<file path="src/rtl/cam_simd_pkg.sv">
// Shared types and constants for the cam_simd host sequencer.
// Latency: n/a (declarations only).
// Backpressure: n/a.
package cam_simd_pkg;

  localparam int CAM_ENTRIES = 8;
  localparam int CAM_DATA_W  = 4;
  localparam int CAM_RES_W   = 6;
  localparam int CAM_IDX_W   = 3;

  typedef enum logic [1:0] {
    OP_AND  = 2'b00,
    OP_OR   = 2'b01,
    OP_XOR  = 2'b10,
    OP_RSVD = 2'b11
  } op_e;

  typedef enum logic [2:0] {
    ST_FILL   = 3'd0,
    ST_LOAD   = 3'd1,
    ST_READY  = 3'd2,
    ST_SEARCH = 3'd3,
    ST_DRAIN  = 3'd4
  } seq_state_e;

  // Truth tables loaded into the function CAM, indexed {R bit, L bit}.
  localparam logic [3:0]  TT_AND = 4'h8;
  localparam logic [7:0]  TT_OR  = 8'hE0;
  localparam logic [11:0] TT_XOR = 12'h600;

endpackage

</file>
<file path="src/rtl/cam_simd_result_buf.sv">
// Captures all CAM result rows in one strobe and drains them in index order.
// Latency: first row valid the cycle after capture; one row per handshake.
// Backpressure: row held stable while res_ready is low.
// Ports: capture/rows_in load the buffer; res_* is the valid/ready row stream;
//        done pulses with the handshake of the last row.
module cam_simd_result_buf
  import cam_simd_pkg::*;
#(
  parameter int NUM_ENTRIES = CAM_ENTRIES,
  parameter int RES_W       = CAM_RES_W,
  parameter int IDX_W       = CAM_IDX_W
) (
  input  logic                         clk,
  input  logic                         rst_n,
  input  logic                         capture,
  input  logic [NUM_ENTRIES*RES_W-1:0] rows_in,
  output logic                         res_valid,
  input  logic                         res_ready,
  output logic [RES_W-1:0]             res_data,
  output logic [IDX_W-1:0]             res_idx,
  output logic                         res_last,
  output logic                         done
);

  localparam logic [IDX_W-1:0] LAST_IDX = IDX_W'(NUM_ENTRIES - 1);

  logic [NUM_ENTRIES*RES_W-1:0] rows;
  logic [IDX_W-1:0]             ptr;
  logic                         vld;
  logic                         hs;
  logic                         at_last;

  assign hs      = vld && res_ready;
  assign at_last = (ptr == LAST_IDX);

  always_ff @(posedge clk) begin
    if (!rst_n) begin
      rows <= '0;
      ptr  <= '0;
      vld  <= 1'b0;
    end else if (capture) begin
      rows <= rows_in;
      ptr  <= '0;
      vld  <= 1'b1;
    end else if (hs) begin
      if (at_last) begin
        vld <= 1'b0;
        ptr <= '0;
      end else begin
        ptr <= ptr + 1'b1;
      end
    end
  end

  // Data is forced to zero when idle so a drained buffer looks like reset.
  assign res_valid = vld;
  assign res_data  = vld ? rows[ptr*RES_W +: RES_W] : '0;
  assign res_idx   = ptr;
  assign res_last  = vld && at_last;
  assign done      = hs && at_last;

endmodule

</file>
<file path="src/rtl/cam_simd_seq.sv">
// Host sequencer: gathers 8 operand pairs, loads the CAMs, issues searches, streams results.
// Latency: load pulse 1 cycle after 8th beat; results valid SEARCH_LAT+1 cycles after command.
// Backpressure: in/op streams stalled by in_ready/op_ready; result rows held until res_ready.
// Ports: in_* operand stream; op_*/key_* search commands; op_err reserved-opcode pulse;
//        res_* result rows; cam_* drive the cam_simd array, cam_op_reg returns its rows.
module cam_simd_seq
  import cam_simd_pkg::*;
#(
  parameter int NUM_ENTRIES = CAM_ENTRIES,
  parameter int DATA_W      = CAM_DATA_W,
  parameter int RES_W       = CAM_RES_W,
  parameter int SEARCH_LAT  = 2
) (
  input  logic                          clk,
  input  logic                          rst_n,
  input  logic                          in_valid,
  output logic                          in_ready,
  input  logic [DATA_W-1:0]             in_l,
  input  logic [DATA_W-1:0]             in_r,
  input  logic                          op_valid,
  output logic                          op_ready,
  input  logic [1:0]                    op_code,
  input  logic [DATA_W-1:0]             key_l,
  input  logic [DATA_W-1:0]             key_r,
  output logic                          op_err,
  output logic                          res_valid,
  input  logic                          res_ready,
  output logic [RES_W-1:0]              res_data,
  output logic [2:0]                    res_idx,
  output logic                          res_last,
  output logic                          cam_write_en,
  output logic [NUM_ENTRIES*DATA_W-1:0] cam_data_L,
  output logic [NUM_ENTRIES*DATA_W-1:0] cam_data_R,
  output logic [3:0]                    cam_data_and,
  output logic [7:0]                    cam_data_or,
  output logic [11:0]                   cam_data_xor,
  output logic [DATA_W-1:0]             cam_pe_reg_L,
  output logic [DATA_W-1:0]             cam_pe_reg_R,
  output logic [1:0]                    cam_controller,
  input  logic [NUM_ENTRIES*RES_W-1:0]  cam_op_reg
);

  localparam logic [3:0] LAT_LAST  = 4'(SEARCH_LAT - 1);
  localparam logic [2:0] FILL_LAST = 3'(NUM_ENTRIES - 1);

  seq_state_e state;
  logic [2:0] fill_cnt;
  logic [3:0] lat_cnt;
  logic       beat_acc;
  logic       cmd_acc;
  logic       cmd_rsvd;
  logic       capture;
  logic       drain_done;

  // A command has priority over an operand beat presented in the same READY cycle.
  assign in_ready     = (state == ST_FILL) || ((state == ST_READY) && !op_valid);
  assign op_ready     = (state == ST_READY);
  assign cam_write_en = (state == ST_LOAD);

  assign beat_acc = in_valid && in_ready;
  assign cmd_acc  = op_valid && op_ready;
  assign cmd_rsvd = cmd_acc && (op_code == OP_RSVD);
  assign capture  = (state == ST_SEARCH) && (lat_cnt == LAT_LAST);

  assign cam_data_and = TT_AND;
  assign cam_data_or  = TT_OR;
  assign cam_data_xor = TT_XOR;

  always_ff @(posedge clk) begin
    if (!rst_n) begin
      state          <= ST_FILL;
      fill_cnt       <= '0;
      lat_cnt        <= '0;
      cam_data_L     <= '0;
      cam_data_R     <= '0;
      cam_pe_reg_L   <= '0;
      cam_pe_reg_R   <= '0;
      cam_controller <= 2'b00;
      op_err         <= 1'b0;
    end else begin
      op_err <= cmd_rsvd;
      case (state)
        ST_FILL: begin
          if (beat_acc) begin
            cam_data_L[fill_cnt*DATA_W +: DATA_W] <= in_l;
            cam_data_R[fill_cnt*DATA_W +: DATA_W] <= in_r;
            if (fill_cnt == FILL_LAST) begin
              fill_cnt <= '0;
              state    <= ST_LOAD;
            end else begin
              fill_cnt <= fill_cnt + 3'd1;
            end
          end
        end
        ST_LOAD: state <= ST_READY;
        ST_READY: begin
          if (cmd_acc) begin
            // Reserved opcode only raises op_err; CAM-facing registers stay put.
            if (!cmd_rsvd) begin
              cam_pe_reg_L   <= key_l;
              cam_pe_reg_R   <= key_r;
              cam_controller <= op_code;
              lat_cnt        <= '0;
              state          <= ST_SEARCH;
            end
          end else if (beat_acc) begin
            // New image starts at entry 0; the CAM keeps the old one until the next LOAD.
            cam_data_L[DATA_W-1:0] <= in_l;
            cam_data_R[DATA_W-1:0] <= in_r;
            fill_cnt               <= 3'd1;
            state                  <= ST_FILL;
          end
        end
        ST_SEARCH: begin
          if (capture) begin
            state <= ST_DRAIN;
          end else begin
            lat_cnt <= lat_cnt + 4'd1;
          end
        end
        ST_DRAIN: begin
          if (drain_done) begin
            state <= ST_READY;
          end
        end
        default: state <= ST_FILL;
      endcase
    end
  end

  cam_simd_result_buf #(
    .NUM_ENTRIES(NUM_ENTRIES),
    .RES_W      (RES_W),
    .IDX_W      (3)
  ) u_result_buf (
    .clk      (clk),
    .rst_n    (rst_n),
    .capture  (capture),
    .rows_in  (cam_op_reg),
    .res_valid(res_valid),
    .res_ready(res_ready),
    .res_data (res_data),
    .res_idx  (res_idx),
    .res_last (res_last),
    .done     (drain_done)
  );

endmodule

</file>
<file path="config.mk">
export PLATFORM = sky130hd
export DESIGN_NAME = cam_simd_seq
export DESIGN_NICKNAME = d
export VERILOG_FILES = /design/src/rtl/cam_simd_pkg.sv /design/src/rtl/cam_simd_result_buf.sv /design/src/rtl/cam_simd_seq.sv
export SDC_FILE = /design/constraint.sdc
export NUM_CORES = 1
export LEC_CHECK = 0
export ABC_AREA = 1
export CAP_MARGIN = 20
export CORE_ASPECT_RATIO = 1.2
export CORE_MARGIN = 3
export CORE_UTILIZATION = 40
export DETAILED_ROUTE_END_ITERATION = 7
export PLACE_DENSITY = 0.69
export SLEW_MARGIN = 15
export SYNTH_ARGS = -nofsm -noshare
export SYNTH_HDL_FRONTEND = slang
export SYNTH_SLANG_ARGS = --single-unit
</file>
<file path="constraint.sdc">
create_clock -name clk -period 2.9 [get_ports clk]
set_clock_uncertainty 0.2 [all_clocks]
set_input_delay 0.29 -clock clk [delete_from_list [all_inputs] [get_ports clk]]
set_output_delay 0.29 -clock clk [all_outputs]
set_load 0.01 [all_outputs]
</file>
After elaboration in Yosys (flattened, before gate mapping)
Index checks and enable logic that the tools add are counted.

Input bits: 71. Flip-flop bits (word level): 137. Output and inout bits: 113. Logic and storage cells: 98.

Shift-type cells: 4. Reductions and logical operators: 22. Multiplexer cells: 32. Bitwise gates (word level): 2. Eq/ne operators: 19. Add/sub/neg operators: 4. Multipliers: 1.

Operator list (count): $shiftx 4x34->32 (2); $bwmux 32 (2); $shiftx 48x7->6 (1); $mux 3 (12); $mux 4 (9); $neg 5->34 (1); $shift 4x34->32 const A (1); $pmux 4 s2 (3); $pmux 3 s5 (1); $ne 2x2->1 const B (6); $eq 3x3->1 const B (3); $logic_and 1x1->1 (8); $reduce_and 4->1 (2); $reduce_bool 2->1 (4); $add 3x1->3 const B (2); $eq 3x2->1 const B (2); $mux 6 (1); $ne 2x1->1 const B (3); $pmux 3 s2 (1); $reduce_and 6->1 (1); $mul 3x2->5 const B (1); $add 4x1->4 const B (1); $eq 4x1->1 const B (1); $reduce_and 2->1 (2); other kinds (11) (14).

Longest topological paths before layout
Gate-level depths: netlist of the first run.

Word-level depth: 7. Mapped depth: 12.

Modules after synthesis
A second synthesis of the first run with hierarchy kept.

Cell total of the unflattened synthesis: 936. Area total of the unflattened synthesis: 6468.7 um^2.

By module, submodules not included: cam_simd_seq (sequential area each 1701.6 um^2, area each 4092.7 um^2, times used 1, cells each 592); cam_simd_result_buf (sequential area each 1041.0 um^2, area each 2376.0 um^2, times used 1, cells each 344).

Worst setup path after synthesis of the first run
Ideal clock, no wire load.

Kind: reg-to-reg. Start point: register fill_cnt[0]. End point: register cam_data_L[25]. Required time: 2.584 ns. Stages on the path, launching flop included: 12. Arrival: 1.834 ns. Buffers on the path: 2. Period minus slack after synthesis: 2.150 ns. Slack: 0.750 ns. Path through: dfxtp_1 buf_4 inv_2 ha_1 ha_1 buf_2 inv_1 nand2_1 nor2_4 nand2_1 o21ai_0 nor2_1.

Word-level cells in the longest chain between the ends: 3. Elaborated cells on any way between the ends: 4.

Ends and longest elaborated chain: start: declaration (RTL line cam_simd_seq.sv:47) `logic [2:0] fill_cnt;`; start signal: assignment (RTL line cam_simd_seq.sv:91) `fill_cnt <= fill_cnt + 3'd1;`; $neg 5->34 (*) (RTL line cam_simd_seq.sv:85) `cam_data_L[fill_cnt*DATA_W +: DATA_W] <= in_l;`; $shiftx 4x34->32 / $shift 4x34->32 (equally long branches) (RTL line cam_simd_seq.sv:85); $bwmux 32 (*) (RTL line cam_simd_seq.sv:85); end signal: indexed assignment (RTL line cam_simd_seq.sv:85); end signal: indexed assignment (RTL line cam_simd_seq.sv:108) `cam_data_L[DATA_W-1:0] <= in_l;`; end: declaration (RTL line cam_simd_seq.sv:32) `output logic [NUM_ENTRIES*DATA_W-1:0] cam_data_L,`.

Mark *: on every way between the ends. The rest lies on a longest branch, timed or not. A chain may end at the register's enable or synchronous reset.

Final worst setup path of the first run
Start point: register u_result_buf.ptr[0] (netlist: u_result_buf.res_idx[0]). End point: output port res_data[5].

Word-level cells in the longest chain between the ends: 3.

Ends and longest elaborated chain: start: declaration (RTL line cam_simd_result_buf.sv:28) `logic [IDX_W-1:0] ptr;`; start signal: assignment (RTL line cam_simd_result_buf.sv:50) `ptr <= ptr + 1'b1;`; $mul 3x2->5 (RTL line cam_simd_result_buf.sv:57) `assign res_data = vld ? rows[ptr*RES_W +: RES_W] : '0;`; $shiftx 48x7->6 (RTL line cam_simd_result_buf.sv:57); $mux 6 (RTL line cam_simd_result_buf.sv:57); end: declaration (RTL line cam_simd_seq.sv:28) `output logic [RES_W-1:0] res_data,`.

Every way passes these cells.

==> results of run 1 <==
[Yosys cell counts]
master | number | area [sq um]
sky130_fd_sc_hd__inv_1 | 42 | 158
sky130_fd_sc_hd__nor2_1 | 258 | 968
sky130_fd_sc_hd__o21ai_1 | 3 | 15.0
sky130_fd_sc_hd__dfxtp_1 | 137 | 2740
sky130_fd_sc_hd__conb_1 | 2 | 7.51
sky130_fd_sc_hd__a21oi_1 | 58 | 290
sky130_fd_sc_hd__inv_2 | 5 | 18.8
sky130_fd_sc_hd__nor2_4 | 7 | 78.8
sky130_fd_sc_hd__nor2_2 | 2 | 12.5
sky130_fd_sc_hd__buf_2 | 10 | 50.1
sky130_fd_sc_hd__xnor2_1 | 1 | 8.76
sky130_fd_sc_hd__nand2_1 | 93 | 349
sky130_fd_sc_hd__clkbuf_1 | 31 | 116
sky130_fd_sc_hd__buf_6 | 2 | 22.5
sky130_fd_sc_hd__nand3_1 | 40 | 200
sky130_fd_sc_hd__nor2_8 | 1 | 20.0
sky130_fd_sc_hd__buf_1 | 2 | 7.51
sky130_fd_sc_hd__o21ai_0 | 133 | 666
sky130_fd_sc_hd__nand3_2 | 4 | 40.0
sky130_fd_sc_hd__nand3_4 | 1 | 17.5
sky130_fd_sc_hd__nor3_1 | 15 | 75.1
sky130_fd_sc_hd__nand4_1 | 6 | 37.5
sky130_fd_sc_hd__clkinv_2 | 3 | 15.0
sky130_fd_sc_hd__ha_1 | 8 | 100
sky130_fd_sc_hd__or2_2 | 1 | 6.26
sky130_fd_sc_hd__nand2_2 | 7 | 43.8
sky130_fd_sc_hd__buf_4 | 27 | 203
sky130_fd_sc_hd__nor4_1 | 4 | 25.0
sky130_fd_sc_hd__nand2_4 | 1 | 11.3
[final cells by class]
| type | instances | area share [%] |
|---|---|---|
| clock buffers | 23 | 5.72 |
| clock inverters | 7 | 1.36 |
| inverters | 50 | 2.24 |
| multi-input cells | 667 | 35.8 |
| flip-flops and latches | 137 | 32.2 |
| well taps | 204 | 2.99 |
| repair buffers | 171 | 19.7 |
[cells by family after synthesis]
| logic type | synth area share, % |
|---|---|
| AO/OA/AOI/OAI | 15.4 |
| buffers and inverters | 9.36 |
| other | 0.119 |
| flip-flops | 43.5 |
| adder cells (fa/ha/maj) | 1.59 |
| XOR/XNOR | 0.139 |
| AND/OR/NAND/NOR | 29.9 |
[tightest hold or removal path: stages (launching register included)]
cell and delay, ns:
sky130_fd_sc_hd__dfxtp_1 0.31, sky130_fd_sc_hd__inv_1 0.04, sky130_fd_sc_hd__a21oi_1 0.05
[routing by layer]
layer | track usage (%) | part of all wire [%] | wire length, microns | vias to the layer above
met2 | 34.9 | 49 | 8710 | 179
met1 | 23.7 | 43 | 7670 | 2766
met5 | 0 | 0.073 | 13 | -
met3 | 6.77 | 6.7 | 1200 | 26
met4 | 7.22 | 1.5 | 272 | 2
li1 | - | - | - | 3163
[where the power goes]
group,leakage (uW),internal [uW],switching (uW)
sequential,0.00111,1980,75.4
clock,0.000295,1430,780
combinational,0.00188,519,907
[registers in the layout (all words and copies together) (netlist names)]
name	count
cam_data_L	32
lat_cnt	4
state	3
u_result_buf.res_idx	3
cam_data_R	32
op_err	1
u_result_buf.res_valid	1
cam_pe_reg_R	4
cam_pe_reg_L	4
u_result_buf.rows	48
fill_cnt	3
cam_controller	2
[final timing paths]
check        cells after the start                            startpoint  slack (ns)                        endpoint
max reg2reg                      9              fill_cnt[0]$_SDFFE_PN0P_        0.27     cam_data_R[19]$_SDFFE_PN0P_
min reg2reg                      2        cam_controller[0]$_SDFFE_PN0P_        0.24  cam_controller[0]$_SDFFE_PN0P_
max                              7  u_result_buf.res_idx[0]$_SDFFE_PP0N_        0.17                     res_data[5]
min                              2        cam_controller[0]$_SDFFE_PN0P_        0.24  cam_controller[0]$_SDFFE_PN0P_
[stage by stage]
step | hold slack [ns] | utilization, % | setup slack, ns
after global placement | 0.235 | 52.1 | 0.370
after floorplan | 0.225 | - | 0.750
after global routing | 0.252 | 56.1 | 0.00389
final | 0.243 | 56.1 | 0.175
after detailed placement | 0.238 | 52.1 | 0.324
after CTS | 0.238 | 56.1 | 0.115
==> impl_metrics.xml, run 1 <==
<?xml version="1.0" encoding="UTF-8"?>
<metrics>
  <group name="placement">
    <metric name="postPlaceCellArea" unit="sq um">7920</metric>
    <metric name="routabilityCongestion" unit="">0.923</metric>
    <metric name="detailed_place_hpwl" unit="mm">12.7</metric>
    <metric name="placement.io_buffers" unit="">159</metric>
    <metric name="placedCellCount" unit="">1229</metric>
  </group>
  <group name="die">
    <metric name="floorplan.rows" unit="">49</metric>
    <metric name="dieWidth" unit="microns">121</metric>
    <metric name="die-area" unit="sq um">17300</metric>
    <metric name="floorplan.core_area" unit="sq um">15200</metric>
    <metric name="io_pins" unit="">184</metric>
    <metric name="initial_core_utilization" unit="%">41.5</metric>
    <metric name="die_height" unit="microns">144</metric>
  </group>
  <group name="critical_path">
    <metric name="timing.critical_path.max_delay_family" unit="">buffers and inverters</metric>
    <metric name="cp_cell_sequence" unit="">inv_1 &gt; buf_6 &gt; nor2_1 &gt; o21ai_0 &gt; o21ai_0 &gt; nor2_1 &gt; clkdlybuf4s50_1</metric>
    <metric name="required" unit="ns">2.41</metric>
    <metric name="crit_arrival" unit="ns">2.24</metric>
    <metric name="crit_path_max_incr_delay" unit="ns">0.56</metric>
    <metric name="path_buf_inv" unit="">3</metric>
    <metric name="worst_setup_path_end_kind" unit="">primary output</metric>
    <metric name="cp-start-kind" unit="">register</metric>
    <metric name="critical_path.max_fanout" unit="">16</metric>
    <metric name="setup.worst_path.class" unit="">register to primary output</metric>
    <metric name="critPathSlowestCell" unit="">sky130_fd_sc_hd__clkdlybuf4s50_1</metric>
  </group>
  <group name="clocking">
    <metric name="postCtsResizedCells" unit="">1</metric>
    <metric name="cts-root-buf" unit="">sky130_fd_sc_hd__clkbuf_16</metric>
    <metric name="post_cts_hold_buffer_count" unit="">0</metric>
    <metric name="cts_max_level" unit="">4</metric>
    <metric name="post_cts.repair.setup_buffers" unit="">0</metric>
    <metric name="cts_tree" unit="">built</metric>
    <metric name="clk-insertion-delay-late" unit="ns">0.42</metric>
    <metric name="cts_num_sinks" unit="">137</metric>
    <metric name="cts-root-to-sink-buffers" unit="">2</metric>
    <metric name="worst_setup_hold_path_clk_slew" unit="ns">0.06</metric>
    <metric name="cts_made_buffers" unit="">17</metric>
  </group>
  <group name="drt">
    <metric name="detailedRoute.firstPassIterationCount" unit="">5</metric>
    <metric name="wirelength" unit="mm">17.9</metric>
    <metric name="vias" unit="">6136</metric>
    <metric name="routedWlPerCell" unit="microns">14.2</metric>
    <metric name="drc" unit="">0</metric>
    <metric name="ant_nets" unit="">0</metric>
    <metric name="drt-vias-per-instance" unit="">4.87</metric>
    <metric name="initialDrtViolationCount" unit="">330</metric>
  </group>
  <group name="timing">
    <metric name="tightest_slew" unit="ns">0.859</metric>
    <metric name="setup_total_negative_slack" unit="ns">0</metric>
    <metric name="fin_crit_sh" unit="%">94.0</metric>
    <metric name="max_freq" unit="MHz">367</metric>
    <metric name="timing.final.max_slew_violations" unit="">0</metric>
    <metric name="max_slew_margin" unit="%">42.6</metric>
    <metric name="setup_viol_count_final" unit="">0</metric>
    <metric name="hold_violations" unit="">0</metric>
    <metric name="post_layout_minimum_cycle_time" unit="ns">2.73</metric>
    <metric name="grt_setup_unrepaired" unit="">false</metric>
  </group>
  <group name="final_layout">
    <metric name="final_cell_mix" unit="">sky130_fd_sc_hd__nor2_1 (258), sky130_fd_sc_hd__clkdlybuf4s50_1 (158), sky130_fd_sc_hd__dfxtp_1 (136)</metric>
    <metric name="drive_gt1_share" unit="%">7.01</metric>
    <metric name="multi_input_area" unit="sq um">3060</metric>
    <metric name="fillerInstances" unit="">1488</metric>
    <metric name="num_antenna_cells" unit="">0</metric>
    <metric name="layout.area.seq" unit="sq um">2740</metric>
    <metric name="area_delta_synth_final" unit="%">35.3</metric>
    <metric name="finish.net_count" unit="">1123</metric>
    <metric name="final_cell_area_excluding_filler_cells" unit="sq um">8530</metric>
    <metric name="stdcell_count" unit="">1259</metric>
    <metric name="layout_commonest_cell" unit="">sky130_fd_sc_hd__nor2_1</metric>
  </group>
  <group name="global_route">
    <metric name="antenna_violations_before_repair" unit="">1</metric>
    <metric name="grt_pass1_wl" unit="mm">28.2</metric>
    <metric name="grt.overflow.total" unit="">0</metric>
    <metric name="grt_max_degree" unit="">96</metric>
    <metric name="global_route.usage.total" unit="%">20.3</metric>
    <metric name="first_global_vias" unit="">5804</metric>
  </group>
  <group name="min_path">
    <metric name="hold_path.class" unit="">register to register</metric>
  </group>
  <group name="pwr">
    <metric name="power_per_cell_area" unit="nW/um^2">667</metric>
    <metric name="power_leakage" unit="uW">0.00329</metric>
    <metric name="worst_ir_drop_vdd" unit="V">0.000397</metric>
    <metric name="total_power" unit="uW">5700</metric>
  </group>
  <group name="synthesis">
    <metric name="synth_seq_cells" unit="">137</metric>
    <metric name="synth.lib_cells_used.distinct" unit="">29</metric>
    <metric name="yosys_warnings" unit="">0</metric>
    <metric name="synth_seq_area_share" unit="%">43.5</metric>
    <metric name="synthesis.area" unit="sq um">6310</metric>
    <metric name="avgSynthCellArea" unit="sq um">6.98</metric>
    <metric name="synthCells" unit="">904</metric>
  </group>
  <group name="run_status">
    <metric name="run_status" unit="">finished, final reports clean</metric>
  </group>
  <group name="run">
    <metric name="maxCapViolations" unit="">0</metric>
  </group>
</metrics>
No activity file was read; power rests on OpenSTA's default activity.
==> run 2, diff against run 1 <==
--- a/config.mk
+++ b/config.mk
@@ -10,6 +10,7 @@
 export CORE_ASPECT_RATIO = 1.2
 export CORE_MARGIN = 3
 export CORE_UTILIZATION = 40
+export CTS_BUF_LIST = sky130_fd_sc_hd__clkbuf_2
 export DETAILED_ROUTE_END_ITERATION = 7
 export PLACE_DENSITY = 0.69
 export SLEW_MARGIN = 15
==> impl_metrics.xml, run 2 (synthesis results as in run 1) <==
<?xml version="1.0" encoding="UTF-8"?>
<metrics>
  <group name="final_layout">
    <metric name="final_cell_mix" unit="">sky130_fd_sc_hd__nor2_1 (258), sky130_fd_sc_hd__clkdlybuf4s50_1 (151), sky130_fd_sc_hd__dfxtp_1 (134)</metric>
    <metric name="largest_register_ffs" unit="">48</metric>
    <metric name="area_delta_synth_final" unit="%">40.6</metric>
    <metric name="layout_commonest_cell" unit="">sky130_fd_sc_hd__nor2_1</metric>
    <metric name="multi_input_area" unit="sq um">3060</metric>
    <metric name="final_cell_area_excluding_filler_cells" unit="sq um">8870</metric>
    <metric name="max_flop_register" unit="">u_result_buf.rows</metric>
    <metric name="drive_gt1_share" unit="%">7.21</metric>
    <metric name="layout_top_registers" unit="">u_result_buf.rows (48), cam_data_L (32), cam_data_R (32)</metric>
    <metric name="layout.area.seq" unit="sq um">2750</metric>
    <metric name="finish.net_count" unit="">1192</metric>
    <metric name="num_antenna_cells" unit="">0</metric>
    <metric name="fillerInstances" unit="">1457</metric>
  </group>
  <group name="global_route">
    <metric name="first_global_vias" unit="">6089</metric>
    <metric name="global_route.usage.total" unit="%">21.3</metric>
    <metric name="grt_pass1_wl" unit="mm">29.7</metric>
    <metric name="antenna_violations_before_repair" unit="">0</metric>
    <metric name="grt_max_degree" unit="">96</metric>
    <metric name="grt.overflow.total" unit="">0</metric>
  </group>
  <group name="clocking">
    <metric name="cts_tree" unit="">built</metric>
    <metric name="cts-root-buf" unit="">sky130_fd_sc_hd__clkbuf_2</metric>
    <metric name="worst_setup_hold_path_clk_slew" unit="ns">0.19</metric>
    <metric name="cts_num_sinks" unit="">137</metric>
    <metric name="cts_max_level" unit="">4</metric>
    <metric name="clk-insertion-delay-late" unit="ns">0.71</metric>
    <metric name="cts-root-to-sink-buffers" unit="">2</metric>
    <metric name="cts_made_buffers" unit="">17</metric>
  </group>
  <group name="die">
    <metric name="floorplan.rows" unit="">49</metric>
    <metric name="die-area" unit="sq um">17300</metric>
    <metric name="die_height" unit="microns">144</metric>
    <metric name="initial_core_utilization" unit="%">41.5</metric>
    <metric name="io_pins" unit="">184</metric>
    <metric name="floorplan.core_area" unit="sq um">15200</metric>
    <metric name="dieWidth" unit="microns">121</metric>
  </group>
  <group name="pwr">
    <metric name="power_leakage" unit="uW">0.00351</metric>
    <metric name="power_per_cell_area" unit="nW/um^2">529</metric>
    <metric name="total_power" unit="uW">4690</metric>
    <metric name="worst_ir_drop_vdd" unit="V">0.000299</metric>
  </group>
  <group name="run_status">
    <metric name="run_status" unit="">finished, final reports clean</metric>
  </group>
  <group name="drt">
    <metric name="routedWlPerCell" unit="microns">14.1</metric>
    <metric name="detailedRoute.firstPassIterationCount" unit="">7</metric>
    <metric name="drc" unit="">0</metric>
    <metric name="ant_nets" unit="">0</metric>
    <metric name="initialDrtViolationCount" unit="">393</metric>
    <metric name="drt-vias-per-instance" unit="">4.85</metric>
    <metric name="wirelength" unit="mm">18.8</metric>
    <metric name="vias" unit="">6435</metric>
  </group>
  <group name="timing">
    <metric name="hold_violations" unit="">0</metric>
    <metric name="max_freq" unit="MHz">368</metric>
    <metric name="setup_total_negative_slack" unit="ns">0</metric>
    <metric name="tightest_slew" unit="ns">0.881</metric>
    <metric name="fin_crit_sh" unit="%">93.7</metric>
    <metric name="timing.final.max_slew_violations" unit="">0</metric>
    <metric name="worst_hold_margin" unit="ns">0.0991</metric>
    <metric name="post_layout_minimum_cycle_time" unit="ns">2.72</metric>
    <metric name="timing.final.ws_setup" unit="ns">0.183</metric>
    <metric name="grt_setup_unrepaired" unit="">false</metric>
    <metric name="max_slew_margin" unit="%">41.2</metric>
    <metric name="setup_viol_count_final" unit="">0</metric>
  </group>
  <group name="critical_path">
    <metric name="crit_path_frequent_cell" unit="">sky130_fd_sc_hd__nor2_1</metric>
    <metric name="critPathSlowestCell" unit="">sky130_fd_sc_hd__dfxtp_4</metric>
    <metric name="crit_path_max_incr_delay" unit="ns">0.40</metric>
    <metric name="setup.worst_path.class" unit="">register to primary output</metric>
    <metric name="crit_arrival" unit="ns">2.23</metric>
    <metric name="cp-start-kind" unit="">register</metric>
    <metric name="timing.critical_path.max_delay_family" unit="">buffers and inverters</metric>
    <metric name="critical_path.max_fanout" unit="">14</metric>
    <metric name="path_buf_inv" unit="">3</metric>
    <metric name="worst_setup_path_end_kind" unit="">primary output</metric>
    <metric name="required" unit="ns">2.41</metric>
    <metric name="cp_cell_sequence" unit="">buf_4 &gt; clkbuf_16 &gt; nor2_1 &gt; nor2_1 &gt; o21ai_0 &gt; o21ai_0 &gt; nor2_1 &gt; nor2_1 &gt; dlygate4sd2_1</metric>
  </group>
  <group name="placement">
    <metric name="post-place-ws" unit="ns">0.324</metric>
    <metric name="routabilityCongestion" unit="">0.923</metric>
    <metric name="detailed_place_hpwl" unit="mm">12.7</metric>
    <metric name="postPlaceCellArea" unit="sq um">7920</metric>
    <metric name="placement.io_buffers" unit="">159</metric>
  </group>
  <group name="min_path">
    <metric name="hold_path.class" unit="">input pin to register</metric>
  </group>
  <group name="run">
    <metric name="maxCapViolations" unit="">0</metric>
  </group>
</metrics>
## run 2: cell count changes in the layout (fill, tap and decap cells not counted), sizes merged, moves of 3 or more
cell / delta
clkdlybuf4s50: -7
buf: +5
dlygate4sd2: +6
dlygate4sd3: +63
clkbuf: -3
clkinv: +4
## run 2: path summary, 6_finish.rpt
| check | from | endpoint | slack, ns | depth (start not counted) |
|---|---|---|---|---|
| worst max-delay path | u_result_buf.res_idx[0]$_SDFFE_PP0N_ | res_data[2] | 0.18 | 9 |
| worst min-delay path | cam_op_reg[3] | u_result_buf.rows[3]$_SDFFE_PN0P_ | 0.1 | 3 |
| worst max register to register | state[2]$_SDFFE_PN0P_ | cam_pe_reg_L[1]$_SDFFE_PN0P_ | 0.37 | 7 |
| worst min register to register | cam_controller[0]$_SDFFE_PN0P_ | cam_controller[0]$_SDFFE_PN0P_ | 0.26 | 2 |
## run 2: power breakdown
part / total, uW / internal, uW / switching, uW
Clock: 1140 / 465 / 672
Sequential: 2060 / 1980 / 76.7
Combinational: 1500 / 576 / 919
Total: 4690 / 3020 / 1670
## run 2: routing by layer
| metal | global-route usage, % | vias up | part of all wire (%) |
|---|---|---|---|
| met5 | 0 | - | 0 |
| met4 | 7.52 | 0 | 1.7 |
| met3 | 6.42 | 26 | 6.2 |
| met2 | 37.4 | 193 | 50 |
| met1 | 24.6 | 2915 | 42 |
| li1 | - | 3301 | - |
## run 2: metrics by stage
stage,cells,util (%)
6_report,1328,58.3
5_1_grt,1328,58.3
3_3_place_gp,1229,52.1
2_1_floorplan,926,-
3_5_place_dp,1229,52.1
4_1_cts,1322,57.9
## run 2: final cells by class
type	count	area share [%]
multi-input cells	667	34.5
clock buffers	19	1.07
repair buffers	240	26.9
inverters	50	2.19
clock inverters	11	1.48
flip-flops and latches	137	31.0
well taps	204	2.88
## run 2: tightest hold or removal path: stages
cell and delay, ns:
sky130_fd_sc_hd__clkdlybuf4s50_1 0.41, sky130_fd_sc_hd__o21ai_0 0.17, sky130_fd_sc_hd__nor2_1 0.06
## run 2: repair_timing
item                       in CTS  in global routing
hold buffers                   63                  0
gates cloned                    0                  1
gates resized for setup        19                  4
setup endpoints to repair       7                  5
pin swaps                       0                  2
setup buffers                   0                  5
hold endpoints to repair       70                  0
==> RTL change 1, RTL diff (config.mk and constraints of run 2) <==
Set the package constant `CAM_DATA_W` to 5 (it was 4).
--- a/src/rtl/cam_simd_pkg.sv
+++ b/src/rtl/cam_simd_pkg.sv
@@ -5,5 +5,5 @@
 
   localparam int CAM_ENTRIES = 8;
-  localparam int CAM_DATA_W  = 4;
+  localparam int CAM_DATA_W  = 5;
   localparam int CAM_RES_W   = 6;
   localparam int CAM_IDX_W   = 3;
Interface: changed (8 resized); port bits go from 184 to 206. The function was not compared with the original's and may differ.
==> RTL change 1 against run 2 <==
Total power up 2.4%. Synthesized area increased by 6.3%. Via count is 4.0% higher. Critical path type unchanged. Sequential power increased by 15%. Sequential cell count rose by 18. Critical path depth is 1 lower. Cell area up 6.3%. Setup slack worse by 62 ps. Wire length increased by 10%. Register-to-register slack improved by 200 ps. Largest cell class is now flip-flops and latches. Cell count increased by 3.4%.
==> RTL change 1: results (changes against run 2) <==
| Metric | Value |
|---|---|
| Largest registers | u_result_buf.rows: 48 flops, cam_data_L: 40 flops, cam_data_R: 40 flops |
| DRT iter0 DRCs | 503 (+28%) |
| Global Route met3 Usage | 0.0555 (-0.00868) |
| Post-CTS Setup Inserts | 1 (+1) |
| Comb. pwr | 1.26 mW (-16%) |
| Share of cells above drive strength 1 | 0.0707 (-0.00137) |
| PostCTS Resize Cnt | 21 (+2) |
| Crit-path max cell delay | 460 ps (+60 ps) |
| Clock network area share | 0.0239 (-0.00165) |
| Data buffer area share | 0.271 (+0.00232) |
| Area Overhead vs Synth | 40.7% (about the same) |
| Non-clock buffers | 256 (+6.7%) |
| Routed WL | 20700 microns (+10%) |
| Post-Route M1 WL | 8710 microns (+11%) |
| Initial antenna violation count | 1 (+1) |
| Met2 routed WL | 10200 microns (+8.2%) |
| Leak | 3.76 nW (+7.4%) |
| Met2 usage | 0.365 (-0.00887) |
| Maximum vdd drop | 0.000350 V (+17%) |
| Clk_lat worst skew | 750 ps (+40 ps) |
| Worst-path fanout max | 7 (-7) |
| Net Sw Frac | 0.338 (-0.0174) |
| Worst-path clk slew | 260 ps (+70 ps) |
| Clk_buf instances | 17 (-2) |
| 1st-pass router iterations | 5 (-2) |
| Final RePlAce weighted congestion | 0.854 (-7.4%) |
| GR Util All Layers | 0.223 (+0.0106) |
| Synth top cells by count | 215 x nor2_1, 155 x dfxtp_1, 139 x o21ai_0 |
| Nets | 1230 (+3.2%) |
| Sequential cells | 155 (+13%) |
| Slew at the pin with the worst max-slew slack | 597 ps (-284 ps) |
| Outcome | finished clean |
| # hold bufs at CTS | 62 (-1.6%) |
| Synthesized area per cell | 7.27 sq um (+4.2%) |
| Inverters | 82 (+64%) |
| Pre-CTS WS | 593 ps (+269 ps) |
| Vias in the first global route | 6372 (+4.6%) |
| Fraction of area in multi-input gates | 0.313 (-0.0320) |
| Wire length on met3 | 1100 microns (-5.5%) |
| Seq/total area | 0.330 (+0.0194) |
| Area after DPL | 8480 sq um (+7.1%) |
| IO Port Bufs | 181 (+14%) |
| Routed len/inst | 15.1 microns (+6.8%) |
| CORE AREA | 16300 sq um (+7.4%) |
| Vias | 6693 (+4.0%) |
| First-pass GRT wire length | 32200 microns (+8.3%) |
| PD cells | 510 nW/um^2 (-3.6%) |
| Ant. Diodes | 1 (+1) |
| Largest net degree at the start of global routing | 126 (+31%) |
| Yosys cell types | 33 (+14%) |
-- RTL change 1: worst paths after layout --
path / from / endpoint / slack, ps / cells past startpoint
max: u_result_buf.res_idx[0]$_SDFFE_PP0N_ / res_data[5] / 120 / 8
min: in_r[4] / cam_data_R[34]$_SDFFE_PN0P_ / 90 / 3
max reg2reg: fill_cnt[0]$_SDFFE_PN0P_ / cam_data_R[24]$_SDFFE_PN0P_ / 570 / 10
min reg2reg: cam_controller[0]$_SDFFE_PN0P_ / cam_controller[0]$_SDFFE_PN0P_ / 270 / 2
-- RTL change 1: kinds of logic (layout without fill, tap and decap cells) --
group | Yosys count | in the layout | share of synthesized area
and+or+nand+nor | 357 | 357 | 0.221
DFF | 155 | 155 | 0.463
buffers and inverters | 154 | 370 | 0.113
AOI/OAI and AO/OA | 245 | 245 | 0.185
adders and majority gates | 8 | 8 | 0.0149
other | 2 | 25 | 0.00112
xor gates and xnor gates | 1 | 1 | 0.00131
==> RTL change 2, RTL diff (settings of run 2) <==
Made on the original files. Register the output `op_err` once more; this adds one clock of latency there. The other outputs are not delayed to match.
--- a/src/rtl/cam_simd_seq.sv
+++ b/src/rtl/cam_simd_seq.sv
@@ -44,4 +44,6 @@
   localparam logic [2:0] FILL_LAST = 3'(NUM_ENTRIES - 1);
 
+  logic op_err_s0;
+
   seq_state_e state;
   logic [2:0] fill_cnt;
@@ -77,7 +79,7 @@
       cam_pe_reg_R   <= '0;
       cam_controller <= 2'b00;
-      op_err         <= 1'b0;
+      op_err_s0      <= 1'b0;
     end else begin
-      op_err <= cmd_rsvd;
+      op_err_s0 <= cmd_rsvd;
       case (state)
         ST_FILL: begin
@@ -146,4 +148,8 @@
   );
 
+  always_ff @(posedge clk) begin
+    op_err <= op_err_s0;
+  end
+
 endmodule
 
Check against the original RTL: no difference found for any inputs over 4 cycles, from zero or initial values and one cycle with rst_n low; that may be too few to reach the edited logic, so the function may still have changed.
==> RTL change 2 against run 2 <==
Setup slack better by 48 ps. Total power is 5.1% higher. Sequential cell count is 1 higher. Cell count is 1.3% higher. Core utilization is 1.2 points lower. Synthesized area is 1.8% higher. Clock power is 14% higher. Cell area is 0.68% higher. Die area is 1.7% higher. Wire length is 3.5% lower. Critical endpoint is now res_data[1].
==> RTL change 2: results (changes against run 2) <==
| Metric | Value |
|---|---|
| Routed len/inst | 13.5 microns (-4.7%) |
| Clk_lat worst skew | 710 ps (about the same) |
| 1st-pass router iterations | 5 (-2) |
| GR Util All Layers | 0.201 (-0.0121) |
| Worst-path fanout max | 16 (+2) |
| Root Buffer | clkbuf_2 |
| Synth top area cells | dfxtp_1 43%, nor2_1 15%, o21ai_0 9.7% |
| Vias | 6403 (-0.50%) |
| Seq/Total Area, Yosys | 0.430 (-0.00460) |
| Critical Path AT | 2180 ps (-50 ps) |
| Worst-path clk slew | 190 ps (about the same) |
| Ant. Diodes | 0 (unchanged) |
| Synth warn | 0 (unchanged) |
| Final non-filler cell total | 1345 (+1.3%) |
| Post-synth top flop | dfxtp_1 |
| Crit path launch | u_result_buf.res_idx[0]$_SDFFE_PP0N_ |
| Largest registers | u_result_buf.rows: 48 flops, cam_data_L: 32 flops, cam_data_R: 32 flops |
| EDFF count, synth | 0 (unchanged) |
| Detailed placement HPWL | 12400 microns (-2.1%) |
| Largest net degree at the start of global routing | 81 (-16%) |
| Synth top cells by count | 257 x nor2_1, 138 x dfxtp_1, 124 x o21ai_0 |
| Area after DPL | 7990 sq um (+0.92%) |
| IO Port Bufs | 159 (unchanged) |
| Async S/R FF share, synth | 0 (unchanged) |
| Yosys cell types | 29 (unchanged) |
| Critical R2R Launch | fill_cnt[1]$_SDFFE_PN0P_ |
| Sw power | 1.78 mW (+6.5%) |
| Vias in the first global route | 5821 (-4.4%) |
| Maximum vdd drop | 0.000384 V (+28%) |
| Htree depth | 4 (unchanged) |
| Share of cells above drive strength 1 | 0.0668 (-0.00522) |
| Clk buf depth | 2 (unchanged) |
| Worst hold path startpoint | cam_op_reg[39] |
| Synthesized area per cell | 6.93 sq um (-0.72%) |
| Hold Path Class | in2reg |
| Initial antenna violation count | 1 (+1) |
| Outcome | finished clean |
| Nets | 1203 (+0.92%) |
| DRT iter0 DRCs | 403 (+2.5%) |
| Num CTS Buffers | 17 (unchanged) |
| Slew headroom | 0.395 (-0.0167) |
| Leak | 3.54 nW (+1.1%) |
| Crit start category | flip-flop |
| Final RePlAce weighted congestion | 0.835 (-9.6%) |
| Drc violations | 0 (unchanged) |
| First-pass GRT wire length | 28300 microns (-4.8%) |
## RTL change 2: cell count changes in the layout (fill, tap and decap cells not counted), moves of 7 or more
cell,before,now
o21ai_0,129,118
nor3_1,15,8
nand4_1,6,14
nand2_1,93,120
buf_4,15,8
## RTL change 2: layout make-up
| class | count | area [sq um] |
|---|---|---|
| fillers | 1494 | 6710 |
| multi-input cells | 681 | 3100 |
| flip-flops and latches | 138 | 2770 |
| repair buffers | 231 | 2300 |
| well taps | 208 | 260 |
| inverters | 55 | 210 |
| clock inverters | 15 | 195 |
| clock buffers | 17 | 85.1 |
## RTL change 2: worst paths after layout
kind | end | slack [ps] | depth (start not counted)
max | res_data[1] | 230 | 7
min | u_result_buf.rows[39]$_SDFFE_PN0P_ | 70 | 3
max reg2reg | cam_data_L[26]$_SDFFE_PN0P_ | 460 | 9
min reg2reg | op_err$_DFF_P_ | 150 | 0
## RTL change 2: per-stage QoR
step	power [mW]	worst slack, ps
2_1_floorplan	3.11	766
3_3_place_gp	3.57	446
3_5_place_dp	3.59	441
4_1_cts	4.97	1.41
5_1_grt	5.23	14.3
6_report	4.93	231
## RTL change 2: timing repair
action | CTS | global route
hold endpoints to repair | 63 | 0
buffers inserted | 3 | 0
gates resized for setup | 20 | 4
setup endpoints to repair | 7 | 3
gates cloned | 0 | 0
hold buffers | 59 | 0
## RTL change 2: critical path, stage by stage (launching register included)
cell	delay, ps
dfxtp_4	410
inv_4	60
buf_8	150
o21ai_0	160
o21ai_1	120
o21ai_0	250
nor2_1	70
dlygate4sd2_1	290
## RTL change 2: power by group through the flow
stage / logic [mW] / registers [mW] / clock network [mW]
2_1_floorplan: 0.970 / 2.13 / 0
3_3_place_gp: 1.47 / 2.11 / 0
3_5_place_dp: 1.48 / 2.11 / 0
4_1_cts: 1.55 / 2.07 / 1.35
5_1_grt: 1.72 / 2.08 / 1.43
6_report: 1.56 / 2.07 / 1.30
## RTL change 2: routing by layer
metal  vias up  part of all wire  GRT usage
li1       3335                 -          -
met1      2834              0.42      0.238
met5         -           0.00072          0
met2       198              0.49      0.343
met4         2             0.023     0.0702
met3        34             0.070     0.0645
## RTL change 2: cells by family after synthesis
| logic type | synth area share |
|---|---|
| other cells | 0.00117 |
| xor+xnor | 0.00136 |
| flops | 0.430 |
| compound gates | 0.143 |
| buf+inv | 0.0994 |
| simple gates | 0.309 |
| fa+ha+maj | 0.0156 |
